File: src/rtl/md5_pkg.sv
// ---------------------------------------------------------------------------
// md5_pkg
// Shared definitions for the MD5 front end (md5_msg_padder) and md5_core_block.
//   - md5_state_e     : padder FSM states
//   - MD5_BLOCK_BYTES : bytes per 512-bit block
//   - MD5_BLOCK_BITS  : block width in bits
//   - MD5_LEN_OFFSET  : byte offset of the 64-bit length field
//   - MD5_PAD_BYTE    : first padding byte
// ---------------------------------------------------------------------------
package md5_pkg;

  localparam int unsigned MD5_BLOCK_BYTES = 64;
  localparam int unsigned MD5_BLOCK_BITS  = 8 * MD5_BLOCK_BYTES;
  localparam int unsigned MD5_LEN_OFFSET  = 56;
  localparam logic [7:0]  MD5_PAD_BYTE    = 8'h80;

  typedef enum logic [2:0] {
    FILL = 3'd0,
    PAD  = 3'd1,
    ZERO = 3'd2,
    LEN  = 3'd3,
    EMIT = 3'd4
  } md5_state_e;

endpackage

File: src/rtl/md5_msg_padder.sv
// ---------------------------------------------------------------------------
// md5_msg_padder
// Collects a byte-serial message into 512-bit blocks, appends MD5 padding
// (0x80, zero fill, 64-bit little-endian bit length) and hands each block to
// the core over a valid/ready handshake.
//
// Optional build macro: MD5_PAD_FASTZERO_EN
//   defined   -> the zero fill of a block is written in a single cycle
//   undefined -> the zero fill is written one byte per cycle
//
// Ports:
//   clk         in   clock
//   reset       in   asynchronous, active-high reset
//   in_data     in   [7:0] message byte
//   in_valid    in   beat valid
//   in_last     in   final beat of the message
//   in_keep     in   in_data is a real byte (0 only on an empty final beat)
//   in_ready    out  a beat is accepted this cycle when in_valid is high
//   block_out   out  [511:0] block, message byte i at [8*i+7:8*i]
//   block_valid out  block_out holds a complete block
//   block_last  out  block carries the length field
//   block_ready in   downstream consumes the block
// ---------------------------------------------------------------------------
module md5_msg_padder
  import md5_pkg::*;
#(
  parameter int unsigned LEN_W = 64
) (
  input  logic                      clk,
  input  logic                      reset,
  input  logic [7:0]                in_data,
  input  logic                      in_valid,
  input  logic                      in_last,
  input  logic                      in_keep,
  output logic                      in_ready,
  output logic [MD5_BLOCK_BITS-1:0] block_out,
  output logic                      block_valid,
  output logic                      block_last,
  input  logic                      block_ready
);

  localparam logic [5:0]       LenOffPtr = 6'(MD5_LEN_OFFSET);
  localparam logic [5:0]       LastPtr   = 6'(MD5_BLOCK_BYTES - 1);
  localparam logic [LEN_W-1:0] CountOne  = LEN_W'(1);

  md5_state_e                state_q, state_d;
  md5_state_e                ret_q, ret_d;       // where EMIT goes after a non-final block
  logic [5:0]                ptr_q, ptr_d;
  logic [LEN_W-1:0]          count_q, count_d;
  logic                      need_second_q, need_second_d;
  logic                      last_q, last_d;
  logic                      in_ready_q, in_ready_d;
  logic                      block_valid_q, block_valid_d;
  logic [MD5_BLOCK_BITS-1:0] buf_q, buf_d;

  // Byte-lane write port into the block buffer
  logic [MD5_BLOCK_BYTES-1:0] we;
  logic [7:0]                 wbyte [MD5_BLOCK_BYTES];

  // Bit length, zero-extended or truncated to the fixed 64-bit field
  logic [LEN_W+2:0] bit_count;
  logic [63:0]      len_field;

  assign bit_count = {count_q, 3'b000};
  assign len_field = 64'(bit_count);

  always_comb begin
    state_d       = state_q;
    ret_d         = ret_q;
    ptr_d         = ptr_q;
    count_d       = count_q;
    need_second_d = need_second_q;
    last_d        = last_q;
    we            = '0;
    for (int i = 0; i < MD5_BLOCK_BYTES; i++) begin
      wbyte[i] = 8'h00;
    end

    unique case (state_q)
      FILL: begin
        if (in_valid && in_ready_q) begin
          if (in_keep) begin
            we[ptr_q]    = 1'b1;
            wbyte[ptr_q] = in_data;
            ptr_d        = ptr_q + 6'd1;
            count_d      = count_q + CountOne;
            if (ptr_q == LastPtr) begin
              state_d = EMIT;
              last_d  = 1'b0;
              ret_d   = in_last ? PAD : FILL;
            end else if (in_last) begin
              state_d = PAD;
            end
          end else if (in_last) begin
            state_d = PAD;
          end
        end
      end

      PAD: begin
        we[ptr_q]     = 1'b1;
        wbyte[ptr_q]  = MD5_PAD_BYTE;
        ptr_d         = ptr_q + 6'd1;
        need_second_d = (ptr_q >= LenOffPtr);
        // 0x80 filled the last lane: block is already complete, flush it now
        if (ptr_q == LastPtr) begin
          state_d       = EMIT;
          last_d        = 1'b0;
          ret_d         = ZERO;
          need_second_d = 1'b0;
        end else begin
          state_d = ZERO;
        end
      end

      ZERO: begin
`ifdef MD5_PAD_FASTZERO_EN
        for (int i = 0; i < MD5_BLOCK_BYTES; i++) begin
          if ((6'(i) >= ptr_q) && (need_second_q || (6'(i) < LenOffPtr))) begin
            we[i] = 1'b1;
          end
        end
        if (need_second_q) begin
          state_d       = EMIT;
          last_d        = 1'b0;
          ret_d         = ZERO;
          need_second_d = 1'b0;
          ptr_d         = 6'd0;
        end else begin
          state_d = LEN;
          ptr_d   = LenOffPtr;
        end
`else
        if (!need_second_q && (ptr_q == LenOffPtr)) begin
          state_d = LEN;
        end else begin
          we[ptr_q] = 1'b1;
          ptr_d     = ptr_q + 6'd1;
          if (need_second_q && (ptr_q == LastPtr)) begin
            state_d       = EMIT;
            last_d        = 1'b0;
            ret_d         = ZERO;
            need_second_d = 1'b0;
          end else if (!need_second_q && (ptr_q == LenOffPtr - 6'd1)) begin
            state_d = LEN;
          end
        end
`endif
      end

      LEN: begin
        for (int k = 0; k < 8; k++) begin
          we[MD5_LEN_OFFSET + k]    = 1'b1;
          wbyte[MD5_LEN_OFFSET + k] = len_field[8*k +: 8];
        end
        ptr_d   = 6'd0;
        state_d = EMIT;
        last_d  = 1'b1;
        ret_d   = FILL;
      end

      EMIT: begin
        if (block_ready) begin
          if (last_q) begin
            count_d = '0;
            state_d = FILL;
          end else begin
            state_d = ret_q;
          end
          last_d = 1'b0;
        end
      end

      default: begin
        state_d = FILL;
      end
    endcase
  end

  always_comb begin
    buf_d = buf_q;
    for (int i = 0; i < MD5_BLOCK_BYTES; i++) begin
      if (we[i]) begin
        buf_d[8*i +: 8] = wbyte[i];
      end
    end
  end

  // Handshake outputs are registered from the next state
  assign in_ready_d    = (state_d == FILL);
  assign block_valid_d = (state_d == EMIT);

  always_ff @(posedge clk or posedge reset) begin
    if (reset) begin
      state_q       <= FILL;
      ret_q         <= FILL;
      ptr_q         <= 6'd0;
      count_q       <= '0;
      need_second_q <= 1'b0;
      last_q        <= 1'b0;
      in_ready_q    <= 1'b0;
      block_valid_q <= 1'b0;
      buf_q         <= '0;
    end else begin
      state_q       <= state_d;
      ret_q         <= ret_d;
      ptr_q         <= ptr_d;
      count_q       <= count_d;
      need_second_q <= need_second_d;
      last_q        <= last_d;
      in_ready_q    <= in_ready_d;
      block_valid_q <= block_valid_d;
      buf_q         <= buf_d;
    end
  end

  assign in_ready    = in_ready_q;
  assign block_valid = block_valid_q;
  assign block_last  = last_q;
  assign block_out   = buf_q;

endmodule

File: config.mk
export PLATFORM = sky130hd
export DESIGN_NAME = md5_msg_padder
export DESIGN_NICKNAME = d
export VERILOG_FILES = /design/src/rtl/md5_pkg.sv /design/src/rtl/md5_msg_padder.sv
export SDC_FILE = /design/constraint.sdc
export NUM_CORES = 1
export LEC_CHECK = 0
export ABC_CLOCK_PERIOD_IN_PS = 32600
export CAP_MARGIN = 20
export CELL_PAD_IN_SITES_DETAIL_PLACEMENT = 0
export CELL_PAD_IN_SITES_GLOBAL_PLACEMENT = 2
export CORE_MARGIN = 3
export CORE_UTILIZATION = 25
export DETAILED_ROUTE_END_ITERATION = 10
export PLACE_DENSITY_LB_ADDON = 0.1
export SYNTH_ARGS = -nofsm -noshare
export SYNTH_HDL_FRONTEND = slang
export SYNTH_SLANG_ARGS = --single-unit
File: constraint.sdc
create_clock -name clk -period 32.6 [get_ports clk]
set_input_delay 3.26 -clock clk [delete_from_list [all_inputs] [get_ports clk]]
set_output_delay 3.26 -clock clk [all_outputs]
set_load 0.02 [all_outputs]
==> reports/qor.txt <==
Slew headroom = 0.256
Final worst-path cycle share = 0.176
Std cell rows = 110
Avg Cell Area, Syn = 10.7 sq um
Max-slew violations = 0
Reg-to-reg slack, setup = 29.17 ns
Sequential share of power = 0.387
Worst setup EP type = flop
Post-DP HPWL = 70.5 mm
Commonest cells in the netlist = dfrtp_1, nand2_1, o21ai_0
Hold Fails Final Rpt = 0
Placed cell areas = 29900 sq um
VDD IR-drop max = 0.0000344 V
Reg2Reg Launch Point = state_q[2]
Setup TNS Final = 0 ns
Clk pin slew, worst setup/hold paths = 0.06 ns
Post-synth top area share = 0.636
Psw = 0.000780 W
Worst-Skew Late Latency = 0.61 ns
Root Driver = clkbuf_16
R2R Path End = count_q[60]
Lkg Pwr = 13.6 nW
Nets = 2723
Worst Path Required = 33.11 ns
Power, Total = 0.00226 W
Worst Path Arrival = 6.23 ns
Slew @ Worst Pin = 1.12 ns
Worst R2R Path Depth = 6
Via density = 4.98
Die Area = 96200 sq um
Routability cong. = 0.780
Width of the die = 310 um
Post-CTS Hold Buffers = 0
Total global routing overflow = 0
Initial core utilization = 0.255
Tmin final = 5.72 ns
Synthesized area = 23100 sq um
Top Ports = 529
Top FF cell, synth = dfrtp_1
Sw frac = 0.346
FF+latch count, synth = 588
DRT Pass-1 Iters = 8
Area of the multi-input gates = 8070 sq um
Critical Path Start = in_valid
H-tree Lvls = 3
Worst-path fanout max = 10
DR DRC count = 0
Register area = 14700 sq um
Resized Gates After CTS = 0
Wirelength, routed = 104 mm
Die H = 310 um
Routed Antenna Nets = 0
Wirelength per Cell = 26.3 um
Num CTS Buffers = 71
Core box area = 90800 sq um
Met3 wire len = 7.57 mm
Pwr dens = 69.5 nW/um^2
Setup WS post-layout = 26.88 ns
Worst min path class = flop to flop
RSZ-0062 raised after global routing = no
Maxcap violations = 0
Synth area leader = dfrtp_1
Post-synthesis async set-or-reset flop share = 1.00
Post-CTS setup buffer count = 0
Status = finished, final reports clean
Fmax = 175 MHz
Vias in the first global route = 19900
Pre-CTS WS = 26.01 ns
Endpoints failing setup = 0
Area Growth Syn to Fin = 40.2%
Via Count = 19600
Power share of the clock group = 0.367
Post-synth EDFFs = 0
CP endpoint = block_out[372]
Hold Path Origin = block_out[434]
Clk buf depth = 3
Post-Syn Instances = 2168
Initial antenna violation count = 8
Mapped Nets = 2185
I/O Buffers = 528
GRT Util Overall = 0.212
TritonCTS clock tree = done
WS Path Type = input port to flop
Synth cell types = 63
Fraction of layout cells with a size suffix above 1 = 0.0725
Met2 wire len = 48.3 mm
Fin util = 0.357
Design area = 32400 sq um
Top cells by area, synth = dfrtp_1, nand2_1, o21ai_0
Top sig layer = met5
Fillers = 9069
First-pass GRT wire length = 148 mm
Register area share after synthesis = 0.636
Internal Power = 0.00148 W
DR iter-0 viols = 1537
Most common cell in the netlist = dfrtp_1
CTS Sinks = 588
Combinational group share of total power = 0.246
Setup Skew = 0.0150 ns
Pin count of the biggest net entering global routing = 117
Yosys warns = 0
CP Launch Type = input port
Wl on met1 = 44.3 mm
## sequential cells by signal, indices dropped and copies added (netlist names)
register / count
block_valid: 1
count_q: 61
block_last: 1
ret_q: 2
block_out: 512
in_ready: 1
ptr_q: 6
need_second_q: 1
state_q: 3
## power groups by stage
stage / logic (W) / clock network (W) / registers, W
floorplan: 0.000193 / 0 / 0.000925
global placement: 0.000558 / 0 / 0.000884
detailed placement: 0.000563 / 0 / 0.000885
CTS: 0.000564 / 0.000851 / 0.000873
global route: 0.000592 / 0.000881 / 0.000882
finish: 0.000556 / 0.000828 / 0.000872
## logic make-up after synthesis
| family | after synthesis | synth area share |
|---|---|---|
| XOR/XNOR | 28 | 0.0106 |
| flip-flops | 588 | 0.636 |
| adder cells (fa/ha/maj) | 3 | 0.00162 |
| multiplexers | 2 | 0.000865 |
| AO/OA/AOI/OAI | 634 | 0.175 |
| buffers and inverters | 121 | 0.0202 |
| AND/OR/NAND/NOR | 792 | 0.156 |
## layer usage
layer | vias to the layer above | GRT usage
met5 | - | 0
met4 | 4 | 0.0714
met3 | 159 | 0.0608
met2 | 631 | 0.341
met1 | 9976 | 0.273
li1 | 8831 | -
## worst max-delay path, stage by stage
cell and delay (ns):
clkdlybuf4s50_1 0.55, nand3_1 0.35, or2_1 0.60, nor3_2 0.85, nand2_1 0.31, o21ai_0 0.30
## metrics by stage
stage | hold slack [ns] | cells
floorplan | 0.484 | 2168
CTS | 0.481 | 3934
global route | 0.494 | 3937
global placement | 0.464 | 3804
finish | 0.476 | 3938
detailed placement | 0.469 | 3807
## layout by cell type, fill, tap and decap left out, types with 41 or more instances in the layout
master           count
a21oi_1             42
a221o_1             61
a22o_1             113
and3_1              41
clkbuf_16           74
clkdlybuf4s50_1    528
dfrtp_1            588
nand2_1            469
nor2_1              92
o21ai_0            311
o21ai_1             55
## cell type report
| class | count | share of cell area |
|---|---|---|
| Antenna cell | 2 | 0.000154 |
| Clock buffer | 106 | 0.0660 |
| Clock inverter | 21 | 0.00903 |
| Inverter | 15 | 0.00197 |
| Multi-Input combinational cell | 1459 | 0.249 |
| Sequential cell | 588 | 0.454 |
| Tap cell | 1176 | 0.0454 |
| Timing Repair Buffer | 571 | 0.175 |
## worst min-delay path by stage
stage | cells past startpoint | slack, ns | endpoint
final | 2 | 0.48 | block_out[434]
after global routing | 2 | 0.49 | block_out[255]
after CTS | 2 | 0.48 | block_out[397]
after detailed placement | 2 | 0.47 | block_out[397]
after global placement | 2 | 0.46 | block_out[105]
after floorplan | 2 | 0.48 | state_q[1]
Note: power is estimated with default switching activity, not from simulation.
